==> config.mk <==
export PLATFORM = sky130hd
export DESIGN_NAME = eb_credit_rx_flat
export DESIGN_NICKNAME = d
export VERILOG_FILES = /design/src/rtl/eb_credit_rx_if.sv /design/src/rtl/eb_credit_rx.sv /design/src/flat_wrapper.sv
export SDC_FILE = /design/constraint.sdc
export NUM_CORES = 1
export LEC_CHECK = 0
export BUFFER_PORTS_ARGS = -buffer_cell sky130_fd_sc_hd__buf_2
export CORE_MARGIN = 4
export CORE_UTILIZATION = 52
export CTS_BUF_LIST = sky130_fd_sc_hd__clkbuf_8
export DETAILED_ROUTE_END_ITERATION = 6
export PLACE_DENSITY = 0.84
export SYNTH_ARGS = -nofsm -noshare
export SYNTH_HDL_FRONTEND = slang
export SYNTH_SLANG_ARGS = --single-unit
==> constraint.sdc <==
create_clock -name clk -period 2.9 [get_ports clk]
set_input_delay 0.145 -clock clk [delete_from_list [all_inputs] [get_ports clk]]
set_output_delay 0.145 -clock clk [all_outputs]
set_load 0.01 [all_outputs]
==> src/rtl/eb_credit_rx_if.sv <==
// eb_credit_rx_if: bundles the two handshake sides of the credit receiver.
//   Link side (credit based, no ready):
//     t_0_data   - beat payload from the upstream transmitter
//     t_0_valid  - beat present; the transmitter has spent one credit
//     t_0_credit - one-cycle pulse returning one credit upstream
//   Output stream side (valid/ready):
//     i_0_data   - stream payload
//     i_0_valid  - stream valid
//     i_0_ready  - stream ready from the downstream eb stage
// Modports:
//   master - the environment: transmitter plus downstream consumer
//   slave  - the eb_credit_rx block itself
interface eb_credit_rx_if #(
  parameter int T_0_WIDTH = 8
);
  logic [T_0_WIDTH-1:0] t_0_data;
  logic                 t_0_valid;
  logic                 t_0_credit;
  logic [T_0_WIDTH-1:0] i_0_data;
  logic                 i_0_valid;
  logic                 i_0_ready;

  modport master (
    output t_0_data,
    output t_0_valid,
    input  t_0_credit,
    input  i_0_data,
    input  i_0_valid,
    output i_0_ready
  );

  modport slave (
    input  t_0_data,
    input  t_0_valid,
    output t_0_credit,
    output i_0_data,
    output i_0_valid,
    input  i_0_ready
  );
endinterface

==> src/rtl/eb_credit_rx.sv <==
// eb_credit_rx: receive end of a credit-based link.
// Beats arriving on the link are stored in a DEPTH-entry FIFO and presented
// as a valid/ready stream. Each freed entry is returned upstream as one
// credit pulse; after reset DEPTH credits are issued on consecutive cycles.
//
// Parameters:
//   T_0_WIDTH - data width of link and output stream (must match link if)
//   DEPTH     - FIFO entries and total link credits, legal range 2..64
// Ports:
//   clk      - clock
//   reset    - synchronous active-high reset
//   link     - eb_credit_rx_if.slave (t_0_* link side, i_0_* stream side)
//   level    - current FIFO occupancy
//   overflow - sticky flag: a beat arrived while full with no pop
//
// Optional feature, macro EB_CREDIT_RX_BYPASS_EN:
//   defined   - when the FIFO is empty an arriving beat is shown on the
//               stream in the same cycle; if taken it never enters the FIFO
//   undefined - output comes only from storage, push-to-valid latency 1
module eb_credit_rx #(
  parameter int T_0_WIDTH = 8,
  parameter int DEPTH     = 4
) (
  input  logic                       clk,
  input  logic                       reset,
  eb_credit_rx_if.slave              link,
  output logic [$clog2(DEPTH+1)-1:0] level,
  output logic                       overflow
);

  localparam int LW = $clog2(DEPTH + 1);
  localparam int PW = $clog2(DEPTH);

  typedef logic [PW-1:0] ptr_t;

  logic [T_0_WIDTH-1:0] mem [DEPTH];
  ptr_t                 wr_ptr;
  ptr_t                 rd_ptr;
  logic [LW-1:0]        level_q;
  logic [LW-1:0]        pend_q;
  logic                 credit_q;
  logic                 overflow_q;

  logic                 empty;
  logic                 full;
  logic                 pend_nz;
  logic                 out_valid;
  logic [T_0_WIDTH-1:0] out_data;
  logic                 pop;
  logic                 bypass_take;
  logic                 fifo_push;
  logic                 fifo_pop;
  logic                 drop;

  // Binary pointers wrap explicitly so DEPTH need not be a power of two.
  function automatic ptr_t ptr_inc(input ptr_t p);
    return (p == ptr_t'(DEPTH - 1)) ? '0 : p + 1'b1;
  endfunction

  always_comb begin
    empty   = (level_q == '0);
    full    = (level_q == LW'(DEPTH));
    pend_nz = (pend_q != '0);
`ifdef EB_CREDIT_RX_BYPASS_EN
    out_valid   = !empty || link.t_0_valid;
    out_data    = empty ? link.t_0_data : mem[rd_ptr];
    bypass_take = empty && link.t_0_valid && link.i_0_ready;
`else
    out_valid   = !empty;
    out_data    = mem[rd_ptr];
    bypass_take = 1'b0;
`endif
    pop = out_valid && link.i_0_ready;
    // A bypassed beat is both pushed and popped, so the FIFO sees neither.
    fifo_pop = pop && !bypass_take;
    // When full, a push is only accepted into the slot a same-cycle pop frees.
    fifo_push = link.t_0_valid && !bypass_take && (!full || fifo_pop);
    drop      = link.t_0_valid && full && !fifo_pop;
  end

  // Storage needs no reset: entries are only read while level covers them.
  always_ff @(posedge clk) begin
    if (!reset && fifo_push) begin
      mem[wr_ptr] <= link.t_0_data;
    end
  end

  always_ff @(posedge clk) begin
    if (reset) begin
      wr_ptr     <= '0;
      rd_ptr     <= '0;
      level_q    <= '0;
      pend_q     <= LW'(DEPTH);
      credit_q   <= 1'b0;
      overflow_q <= 1'b0;
    end else begin
      if (fifo_push) begin
        wr_ptr <= ptr_inc(wr_ptr);
      end
      if (fifo_pop) begin
        rd_ptr <= ptr_inc(rd_ptr);
      end
      level_q <= level_q + LW'(fifo_push) - LW'(fifo_pop);
      // Every pop (bypassed or not) owes one credit; at most one is paid
      // back per cycle, so a pop during the reset burst just extends it.
      pend_q   <= pend_q + LW'(pop) - LW'(pend_nz);
      credit_q <= pend_nz;
      if (drop) begin
        overflow_q <= 1'b1;
      end
    end
  end

  assign link.i_0_valid  = out_valid;
  assign link.i_0_data   = out_data;
  assign link.t_0_credit = credit_q;
  assign level           = level_q;
  assign overflow        = overflow_q;

endmodule

==> src/flat_wrapper.sv <==
// flat-port wrapper written by rule: the top's interface ports become plain ports
module eb_credit_rx_flat 
#(
  parameter int T_0_WIDTH = 8,
  parameter int DEPTH     = 4
)
  (clk, reset, level, overflow, link_t_0_data, link_t_0_valid, link_t_0_credit, link_i_0_data, link_i_0_valid, link_i_0_ready);
  eb_credit_rx_if #(.T_0_WIDTH(T_0_WIDTH)) link_i ();
  input  logic clk;
  input  logic reset;
  output logic [$clog2(DEPTH+1)-1:0] level;
  output logic overflow;
  input wire logic [$bits(link_i.t_0_data)-1:0] link_t_0_data;
  input wire logic [$bits(link_i.t_0_valid)-1:0] link_t_0_valid;
  output wire logic [$bits(link_i.t_0_credit)-1:0] link_t_0_credit;
  output wire logic [$bits(link_i.i_0_data)-1:0] link_i_0_data;
  output wire logic [$bits(link_i.i_0_valid)-1:0] link_i_0_valid;
  input wire logic [$bits(link_i.i_0_ready)-1:0] link_i_0_ready;
  assign link_i.t_0_data = link_t_0_data;
  assign link_i.t_0_valid = link_t_0_valid;
  assign link_t_0_credit = link_i.t_0_credit;
  assign link_i_0_data = link_i.i_0_data;
  assign link_i_0_valid = link_i.i_0_valid;
  assign link_i.i_0_ready = link_i_0_ready;
  eb_credit_rx #(.T_0_WIDTH(T_0_WIDTH), .DEPTH(DEPTH)) u_core (.clk(clk), .reset(reset), .link(link_i), .level(level), .overflow(overflow));
endmodule
==> flow_metrics.env, run 1 <==
export IMPL_swShare=0.280
export IMPL_finalCriticalPeriod_ps=2120
export IMPL_diodes=0
export IMPL_path_delay_family="adder cells"
export IMPL_rsz0062_at_grt="no"
export IMPL_clk_latency_ps=290
export IMPL_cts_resized=0
export IMPL_ys_types=29
export IMPL_min_to="u_core.mem[1][7]$_DFFE_PP_"
export IMPL_fmax_ghz=0.471
export IMPL_coreArea_um2=3420
export IMPL_r2r_start="u_core.pend_q[1]$_SDFF_PP0_"
export IMPL_skew_ps=4.79
export IMPL_wl_um=3070
export IMPL_area_growth_pct=16.3
export IMPL_floorplan_initialDensity=0.550
export IMPL_p_int_w=0.00128
export IMPL_vias_per_cell=5.12
export IMPL_dieArea_um2=4640
export IMPL_synth_nets=139
export IMPL_post_cts_buffers=0
export IMPL_power_switching_w=0.000499
export IMPL_max_vdd_ir_drop_uv=520
export IMPL_grt_pass1_vias=1043
export IMPL_wl_per_cell_um=15.6
export IMPL_dp_cells=188
export IMPL_setup_viol=0
export IMPL_grt_max_degree=20
export IMPL_seqPwrFrac=0.485
export IMPL_grtUsageTotal=0.157
export IMPL_report_final_slew_viol_count=0
export IMPL_grt_pass1_wl_um=5050
export IMPL_cpPeakStageDelay_ps=400
export IMPL_hold_violations=0
export IMPL_pwr_share_clk=0.254
export IMPL_crit_type="reg2reg"
export IMPL_worstHoldPathType="in2reg"
export IMPL_die_h_um=68.1
export IMPL_powerDensity_nw_per_um2=815
export IMPL_synth_area_top_cells="edfxtp_1 51%, dfxtp_1 15%, mux4_2 9.6%"
export IMPL_avgSynthCellArea_um2=16.1
export IMPL_ys_warn_count=0
export IMPL_cp_start_kind="register"
export IMPL_cts_sinks=46
export IMPL_cp_arrival_ps=2300
export IMPL_crit_chain="or3_1, ha_1, inv_1, ha_1, fa_1, xnor2_1, xnor2_1, nand2b_1"
export IMPL_finalPower_w=0.00178
export IMPL_io_pin_count=26
export IMPL_worstPathRequired_ps=3080
export IMPL_fin_setup_tns_ps=0
export IMPL_synth_top_area_frac=0.511
export IMPL_cts_tree="done"
export IMPL_cts_clk_slew_worst_paths_ps=80
export IMPL_dr_pass1_iters=4
export IMPL_worstPathMaxFanout=3
export IMPL_hpwl_um=2240
export IMPL_slew_headroom=0.638
export IMPL_synth_seq_cells=46
export IMPL_cts_buffer_depth=2
export IMPL_io_buffer_count=25
export IMPL_cts_inserted_buffers=5
export IMPL_min_period_over_period=0.732
export IMPL_cap_viol_max_count=0
export IMPL_cp_end_kind="register"
export IMPL_slowest_stage="or3_1"
export IMPL_grt_ovfl_total=0
export IMPL_synth_largest_area_cell="edfxtp_1"
export IMPL_vias=1004
export IMPL_hold_buffers=0
export IMPL_p_comb_frac=0.261
export IMPL_antenna_left=0
export IMPL_hp_start="link_t_0_data[7]"
export IMPL_cts_htree_levels=2
export IMPL_finalNonFillerCells=196
export IMPL_r2r_cells=8
export IMPL_ys_seq_area_frac=0.660
export IMPL_fin_nets=171
export IMPL_timing_critical_path_buf_inv=1
export IMPL_drive_gt1_frac=0.333
export IMPL_drt_initial_drc_count=61
export IMPL_die_w_um=68.1
export IMPL_ff2ff_setup_slack_ps=780
export IMPL_root_buffer="clkbuf_8"
export IMPL_netlist_area_um2=1880
export IMPL_rr_endpoint="u_core.pend_q[2]$_SDFF_PP1_"
export IMPL_drc=0
export IMPL_holdPathStages=1
export IMPL_fp_row_count=21
export IMPL_synthCells=117
export IMPL_worst_pin_slew_ps=542
export IMPL_power_leakage_nw=0.836
export IMPL_place_congestion=0.698
export IMPL_antenna_found_initial=0
export IMPL_status="completed"
-- layout make-up --
class / instances / area, um2
multi-input combinational: 57 / 584
clock inverter: 3 / 41.3
timing repair buffer: 29 / 155
tap: 46 / 57.6
fill: 270 / 1230
clock buffer: 5 / 68.8
sequential: 46 / 1240
inverter: 10 / 37.5
-- sequential cells by signal, indices dropped and copies added, names as in the netlist, named ones only --
| signal | flops |
|---|---|
| u_core.wr_ptr | 2 |
| u_core.pend_q | 3 |
| u_core.rd_ptr | 2 |
| u_core.link.t_0_credit | 1 |
| u_core.overflow | 1 |
| u_core.level | 3 |
| u_core.mem | 32 |
-- worst reg2reg max path: cells and delay by family, from the launching register on --
kind | cells | cell delay, ps
flops | 1 | 330
simple gates | 2 | 470
fa+ha+maj | 3 | 840
xor+xnor | 2 | 320
buf+inv | 1 | 40
-- cell usage after synthesis, drive strengths merged --
cell,n
ha,8
a21oi,4
mux4,8
o21ai,1
or4b,1
o31ai,2
fa,2
nand2,2
nand2b,1
nand3,2
nor3b,4
xnor2,2
edfxtp,32
inv,10
mux2i,2
nor3,2
nor2b,4
dfxtp,14
nor4b,1
and2,1
clkbuf,2
xor2,1
or3,3
nor2,6
buf,2
-- power by group through the flow --
stage          logic, W  clock network (W)  registers (W)
2_1_floorplan  0.000352                  0       0.000850
3_3_place_gp   0.000441                  0       0.000873
3_5_place_dp   0.000469                  0       0.000882
4_1_cts        0.000475           0.000463       0.000867
5_1_grt        0.000524           0.000496       0.000879
6_report       0.000464           0.000453       0.000864
-- cells in the final DEF, fill, tap and decap left out --
master,n
inv_2,1
nor4b_1,1
and2_1,1
buf_4,4
xor2_1,1
bufinv_16,1
or4b_4,1
inv_1,10
o31ai_2,2
or3_2,1
fa_1,2
clkinvlp_4,1
or3_1,2
xnor2_1,2
mux4_2,8
nor2_1,6
edfxtp_1,32
nand2_1,1
nor3_1,2
ha_1,8
nor3b_1,4
clkbuf_8,5
buf_2,25
mux2i_1,2
nor2b_1,4
nand2b_1,1
o21ai_0,1
a21oi_1,4
nand2_4,1
nand3_1,2
dfxtp_1,14
-- stage by stage --
stage | instance area, um2 | hold WS, ps | util | setup slack, ps
floorplan | 1880 | 244 | - | 903
global placement | 2080 | 355 | 0.608 | 888
detailed placement | 2080 | 367 | 0.608 | 781
CTS | 2190 | 60.8 | 0.640 | 783
global route | 2190 | 49.7 | 0.640 | 590
finish | 2190 | 67.8 | 0.640 | 777
-- per-layer routing --
metal	vias to the layer above	global-route usage	wire length, um
met3	4	0.0493	142
met1	484	0.178	1240
met2	24	0.279	1660
li1	492	-	-
met5	-	0	0
met4	0	0.0521	31
-- logic make-up (layout without fill, tap and decap cells) --
kind of cell | count (synthesis) | in the layout | share of synthesized area
DFF | 46 | 46 | 0.660
and+or+nand+nor | 27 | 27 | 0.0892
buffers and inverters | 14 | 47 | 0.0286
adders and majority gates | 10 | 10 | 0.0746
muxes | 10 | 10 | 0.107
AOI/OAI and AO/OA | 7 | 7 | 0.0266
xor gates and xnor gates | 3 | 3 | 0.0140
-- worst max-delay path by stage --
stage / start / to / slack, ps / depth (start not counted)
floorplan: u_core.pend_q[1]$_SDFF_PP0_ / u_core.pend_q[2]$_SDFF_PP1_ / 900 / 8
finish: u_core.pend_q[1]$_SDFF_PP0_ / u_core.pend_q[2]$_SDFF_PP1_ / 780 / 8
detailed placement: u_core.pend_q[1]$_SDFF_PP0_ / u_core.pend_q[2]$_SDFF_PP1_ / 780 / 8
CTS: u_core.pend_q[1]$_SDFF_PP0_ / u_core.pend_q[2]$_SDFF_PP1_ / 780 / 8
global route: u_core.level[2]$_SDFF_PP0_ / u_core.pend_q[2]$_SDFF_PP1_ / 590 / 7
global placement: u_core.pend_q[1]$_SDFF_PP0_ / u_core.pend_q[2]$_SDFF_PP1_ / 890 / 8
No activity file was read; power rests on OpenSTA's default activity.
==> inputs of run 2 (changes only) <==
clock period = 2.15 ns   (was 2.9 ns; I/O delays follow)
==> flow_metrics.env, run 2 (same netlist as run 1, synthesis figures left out) <==
export IMPL_worst_pin_slew_ps=533
export IMPL_cap_viol_max_count=0
export IMPL_grt_pass1_wl_um=5030
export IMPL_clk_latency_ps=280
export IMPL_finalNonFillerCells=197
export IMPL_ff_latch_area_um2=1250
export IMPL_cts_clk_slew_worst_paths_ps=80
export IMPL_min_period_over_period=0.964
export IMPL_drc=0
export IMPL_regMostFlops="u_core.mem"
export IMPL_floorplan_initialDensity=0.550
export IMPL_worstPathRequired_ps=2320
export IMPL_antenna_left=0
export IMPL_power_leakage_nw=0.849
export IMPL_die_w_um=68.1
export IMPL_die_h_um=68.1
export IMPL_io_buffer_count=25
export IMPL_r2r_cells=8
export IMPL_pwr_share_clk=0.245
export IMPL_slew_headroom=0.644
export IMPL_root_buffer="clkbuf_8"
export IMPL_crit_type="reg2reg"
export IMPL_cts_tree="done"
export IMPL_cts_htree_levels=2
export IMPL_vias=1030
export IMPL_rr_endpoint="u_core.pend_q[2]$_SDFF_PP1_"
export IMPL_grt_pass1_vias=1095
export IMPL_drt_initial_drc_count=48
export IMPL_antenna_found_initial=0
export IMPL_grt_ovfl_total=0
export IMPL_grtUsageTotal=0.153
export IMPL_crit_chain="or3_4, ha_1, inv_1, ha_1, fa_2, xnor2_2, xnor2_1, nand2b_1"
export IMPL_fmax_ghz=0.483
export IMPL_min_to="u_core.mem[1][1]$_DFFE_PP_"
export IMPL_dp_cells=189
export IMPL_final_cell_mix="32 x edfxtp_1, 25 x buf_2, 10 x inv_1, 10 x dfxtp_1"
export IMPL_io_pin_count=26
export IMPL_cpMostUsedCell="ha_1"
export IMPL_vias_per_cell=5.23
export IMPL_grt_max_degree=20
export IMPL_setup_slack_ps=77.9
export IMPL_slowest_stage="or3_4"
export IMPL_finalCriticalPeriod_ps=2070
export IMPL_worstHoldPathType="in2reg"
export IMPL_setup_viol=0
export IMPL_cpPeakStageDelay_ps=390
export IMPL_met1_usage=0.177
export IMPL_area_growth_pct=17.8
export IMPL_worstPathMaxFanout=3
export IMPL_dr_pass1_iters=4
export IMPL_seqPwrFrac=0.480
export IMPL_r2r_start="u_core.pend_q[1]$_SDFF_PP0_"
export IMPL_cp_end_kind="register"
export IMPL_ff2ff_setup_slack_ps=80
export IMPL_fin_nets=172
export IMPL_report_final_slew_viol_count=0
export IMPL_fin_setup_tns_ps=0
export IMPL_dieArea_um2=4640
export IMPL_dp_slack_ps=32.7
export IMPL_wl_um=3030
export IMPL_place_congestion=0.699
export IMPL_hp_start="link_t_0_data[1]"
export IMPL_hold_buffers=0
export IMPL_busiest_layer="met2"
export IMPL_hpwl_um=2250
export IMPL_final_core_util=0.648
export IMPL_hold_violations=0
export IMPL_cp_start_kind="register"
export IMPL_diodes=0
export IMPL_largest_reg_flops=32
export IMPL_met3_usage=0.0493
export IMPL_fill_cells=267
export IMPL_coreArea_um2=3420
export IMPL_use_met2=0.273
export IMPL_power_switching_w=0.000679
export IMPL_cts_buffer_depth=2
export IMPL_wl_per_cell_um=15.4
export IMPL_drive_gt1_frac=0.384
export IMPL_post_cts_buffers=0
export IMPL_skew_ps=5.15
export IMPL_p_int_w=0.00177
export IMPL_cts_resized=0
export IMPL_cts_inserted_buffers=5
export IMPL_finalPower_w=0.00245
export IMPL_p_comb_frac=0.274
export IMPL_swShare=0.277
export IMPL_holdPathStages=1
export IMPL_fp_row_count=21
export IMPL_cts_sinks=46
export IMPL_layout_commonest_cell="edfxtp_1"
export IMPL_powerDensity_nw_per_um2=1110
export IMPL_cp_arrival_ps=2240
export IMPL_max_vdd_ir_drop_uv=723
export IMPL_status="completed"
export IMPL_multi_input_area_um2=599
export IMPL_rsz0062_at_grt="no"
-- run 2: changes by cell type in the layout (fill, tap and decap cells not counted), sizes merged --
cell  change
buf       +1
-- run 2: layout make-up --
| type | count | area share |
|---|---|---|
| flip-flops and latches | 46 | 0.563 |
| multi-input cells | 57 | 0.271 |
| repair buffers | 30 | 0.0735 |
| clock buffers | 5 | 0.0311 |
| well taps | 46 | 0.0260 |
| clock inverters | 3 | 0.0187 |
| inverters | 10 | 0.0170 |
-- run 2: how the worst max path moves through the flow --
stage	from	endpoint	slack, ps	depth (start not counted)
after detailed placement	u_core.pend_q[1]$_SDFF_PP0_	u_core.pend_q[2]$_SDFF_PP1_	30	8
after floorplan	u_core.pend_q[1]$_SDFF_PP0_	u_core.pend_q[2]$_SDFF_PP1_	150	8
after CTS	u_core.pend_q[1]$_SDFF_PP0_	u_core.pend_q[2]$_SDFF_PP1_	20	8
after global placement	u_core.pend_q[1]$_SDFF_PP0_	u_core.pend_q[2]$_SDFF_PP1_	140	8
final	u_core.pend_q[1]$_SDFF_PP0_	u_core.pend_q[2]$_SDFF_PP1_	80	8
after global routing	u_core.pend_q[1]$_SDFF_PP0_	u_core.pend_q[2]$_SDFF_PP1_	5	8
-- run 2: critical path, delay by kind of cell, from the launching register on --
family	cells	cell delay, ps
buffers and inverters	1	40
adder cells (fa/ha/maj)	3	820
flip-flops	1	340
AND/OR/NAND/NOR	2	470
XOR/XNOR	2	310
-- run 2: through the flow --
stage               hold WS, ps  area, um2
global route               24.3       2210
finish                     34.6       2210
floorplan                   206       1880
global placement            317       2080
detailed placement          333       2080
CTS                        27.1       2190
-- run 2: power groups by stage --
stage | Combinational, W | Sequential [W] | Clock (W)
floorplan | 0.000475 | 0.00115 | 0
global placement | 0.000604 | 0.00118 | 0
detailed placement | 0.000651 | 0.00119 | 0
CTS | 0.000654 | 0.00117 | 0.000617
global route | 0.000763 | 0.00120 | 0.000667
finish | 0.000672 | 0.00118 | 0.000601
-- run 2: routing by layer --
metal,part of all wire,up-vias
li1,-,494
met1,0.40,510
met3,0.048,2
met2,0.55,24
met5,0,-
met4,0.0046,0
==> inputs of run 3 (changes only) <==
ABC_AREA = 1   (was unset)
==> flow_metrics.env, run 3 <==
export IMPL_cp_start_kind="register"
export IMPL_cts_sinks=46
export IMPL_grt_pass1_wl_um=5820
export IMPL_dr_pass1_iters=4
export IMPL_cts_inserted_buffers=5
export IMPL_final_cell_mix="36 x nor2_1, 32 x edfxtp_1, 25 x buf_2"
export IMPL_synthCells=173
export IMPL_hold_violations=0
export IMPL_netlist_area_um2=1950
export IMPL_worstPathRequired_ps=2340
export IMPL_die_w_um=69.2
export IMPL_cts_htree_levels=2
export IMPL_antenna_left=0
export IMPL_cts_buffer_depth=2
export IMPL_synth_top_area_frac=0.493
export IMPL_cts_clk_slew_worst_paths_ps=80
export IMPL_hold_buffers=0
export IMPL_synth_ff_type="edfxtp_1"
export IMPL_cap_viol_max_count=0
export IMPL_dieArea_um2=4790
export IMPL_fp_row_count=21
export IMPL_fin_setup_tns_ps=0
export IMPL_avgSynthCellArea_um2=11.3
export IMPL_power_leakage_nw=0.937
export IMPL_worstHoldPathType="in2reg"
export IMPL_powerDensity_nw_per_um2=1160
export IMPL_antenna_found_initial=0
export IMPL_skew_ps=6.33
export IMPL_yosysMostFrequentCell="nor2_1"
export IMPL_report_final_slew_viol_count=0
export IMPL_ys_seq_area_frac=0.637
export IMPL_whs_ps=27.4
export IMPL_crit_type="reg2reg"
export IMPL_slowest_stage="dfxtp_1"
export IMPL_cts_tree="done"
export IMPL_cp_arrival_ps=2140
export IMPL_cpPeakStageDelay_ps=370
export IMPL_synth_area_top_cells="edfxtp_1 49%, dfxtp_1 14%, nor2_1 6.9%"
export IMPL_status="completed"
export IMPL_cp_end_kind="register"
export IMPL_die_h_um=69.2
export IMPL_min_period_over_period=0.904
export IMPL_fin_nets=230
export IMPL_synth_edf_count=32
export IMPL_worst_pin_slew_ps=324
export IMPL_grt_max_degree=17
export IMPL_grt_pass1_vias=1292
export IMPL_finalCriticalPeriod_ps=1940
export IMPL_coreArea_um2=3470
export IMPL_wl_per_cell_um=13.0
export IMPL_synthTopCellsByCount="36 x nor2_1, 32 x edfxtp_1, 20 x inv_1, 14 x dfxtp_1"
export IMPL_synth_seq_cells=46
export IMPL_fmax_ghz=0.514
export IMPL_post_cts_buffers=0
export IMPL_rsz0062_at_grt="no"
export IMPL_drc=0
export IMPL_grtUsageTotal=0.153
export IMPL_area_growth_pct=15.7
export IMPL_drive_gt1_frac=0.225
export IMPL_synth_largest_area_cell="edfxtp_1"
export IMPL_crit_chain="nor2_4, nand2_4, nand2_1, xnor2_1, ha_1, inv_1, fa_1, xor2_1, nand2_1, nand2_1, nor2_1"
export IMPL_io_pin_count=26
export IMPL_place_congestion=0.785
export IMPL_drt_initial_drc_count=84
export IMPL_grt_ovfl_total=0
export IMPL_synth_nets=195
export IMPL_slew_headroom=0.784
export IMPL_regMostFlops="u_core.mem"
export IMPL_root_buffer="clkbuf_8"
export IMPL_worstPathMaxFanout=5
export IMPL_ys_types=23
export IMPL_hpwl_um=2360
export IMPL_finalPower_w=0.00262
export IMPL_clk_latency_ps=290
export IMPL_wl_um=3300
export IMPL_setup_viol=0
export IMPL_largest_reg_flops=32
export IMPL_ys_warn_count=0
export IMPL_layout_commonest_cell="nor2_1"
export IMPL_vias_per_cell=5.05
export IMPL_io_buffer_count=25
export IMPL_diodes=0
export IMPL_floorplan_initialDensity=0.562
export IMPL_vias=1287
export IMPL_cpMostUsedCell="nand2_1"
export IMPL_max_vdd_ir_drop_uv=833
export IMPL_cts_resized=0
export IMPL_synthArstFlopShare=0
## run 3: worst paths after layout
| check | from | to | slack (ps) | depth (start not counted) |
|---|---|---|---|---|
| hold reg to reg | u_core.overflow$_SDFFE_PP0P_ | u_core.overflow$_SDFFE_PP0P_ | 450 | 2 |
| setup reg to reg | u_core.level[0]$_SDFF_PP0_ | u_core.level[2]$_SDFF_PP0_ | 210 | 11 |
| setup / recovery | u_core.level[0]$_SDFF_PP0_ | u_core.level[2]$_SDFF_PP0_ | 210 | 11 |
| hold / removal | link_t_0_data[1] | u_core.mem[2][1]$_DFFE_PP_ | 30 | 1 |
## run 3: metrics by stage
| stage | setup slack, ps | utilization | instance area, um2 | cells |
|---|---|---|---|---|
| floorplan | 306 | - | 1950 | 173 |
| global placement | 328 | 0.619 | 2150 | 247 |
| detailed placement | 210 | 0.619 | 2150 | 247 |
| CTS | 187 | 0.650 | 2250 | 255 |
| global route | 32.8 | 0.650 | 2250 | 255 |
| finish | 206 | 0.650 | 2250 | 255 |
## run 3: final cells by class
cell class / count / area, um2
clock inverter: 3 / 40.0
fill: 271 / 1210
tap: 46 / 57.6
sequential: 46 / 1240
timing repair buffer: 30 / 163
clock buffer: 5 / 68.8
multi-input combinational: 103 / 602
inverter: 22 / 82.6
## run 3: cells by family (layout without fill, tap and decap cells)
logic type,after synthesis,count (layout),share of synthesized area
AND/OR/NAND/NOR,61,61,0.139
flip-flops,46,46,0.637
AO/OA/AOI/OAI,30,30,0.0893
buffers and inverters,24,60,0.0539
adder cells (fa/ha/maj),10,10,0.0719
XOR/XNOR,2,2,0.00899
## run 3: routing by layer
| metal | up-vias | wire, um | GRT usage |
|---|---|---|---|
| met1 | 596 | 1430 | 0.177 |
| li1 | 652 | - | - |
| met3 | 6 | 185 | 0.0522 |
| met2 | 33 | 1630 | 0.261 |
| met5 | - | 0 | 0 |
| met4 | 0 | 55 | 0.0629 |
## run 3: power breakdown
part	total, W	switching, W	internal [W]
Combinational	0.000859	0.000519	0.000339
Clock	0.000607	0.000266	0.000341
Sequential	0.00115	0.0000957	0.00106
## run 3: critical path, delay by kind of cell, from the launching register on
family,cells,cell delay (ps)
AND/OR/NAND/NOR,6,570
adder cells (fa/ha/maj),2,530
flip-flops,1,370
XOR/XNOR,2,320
buffers and inverters,1,50
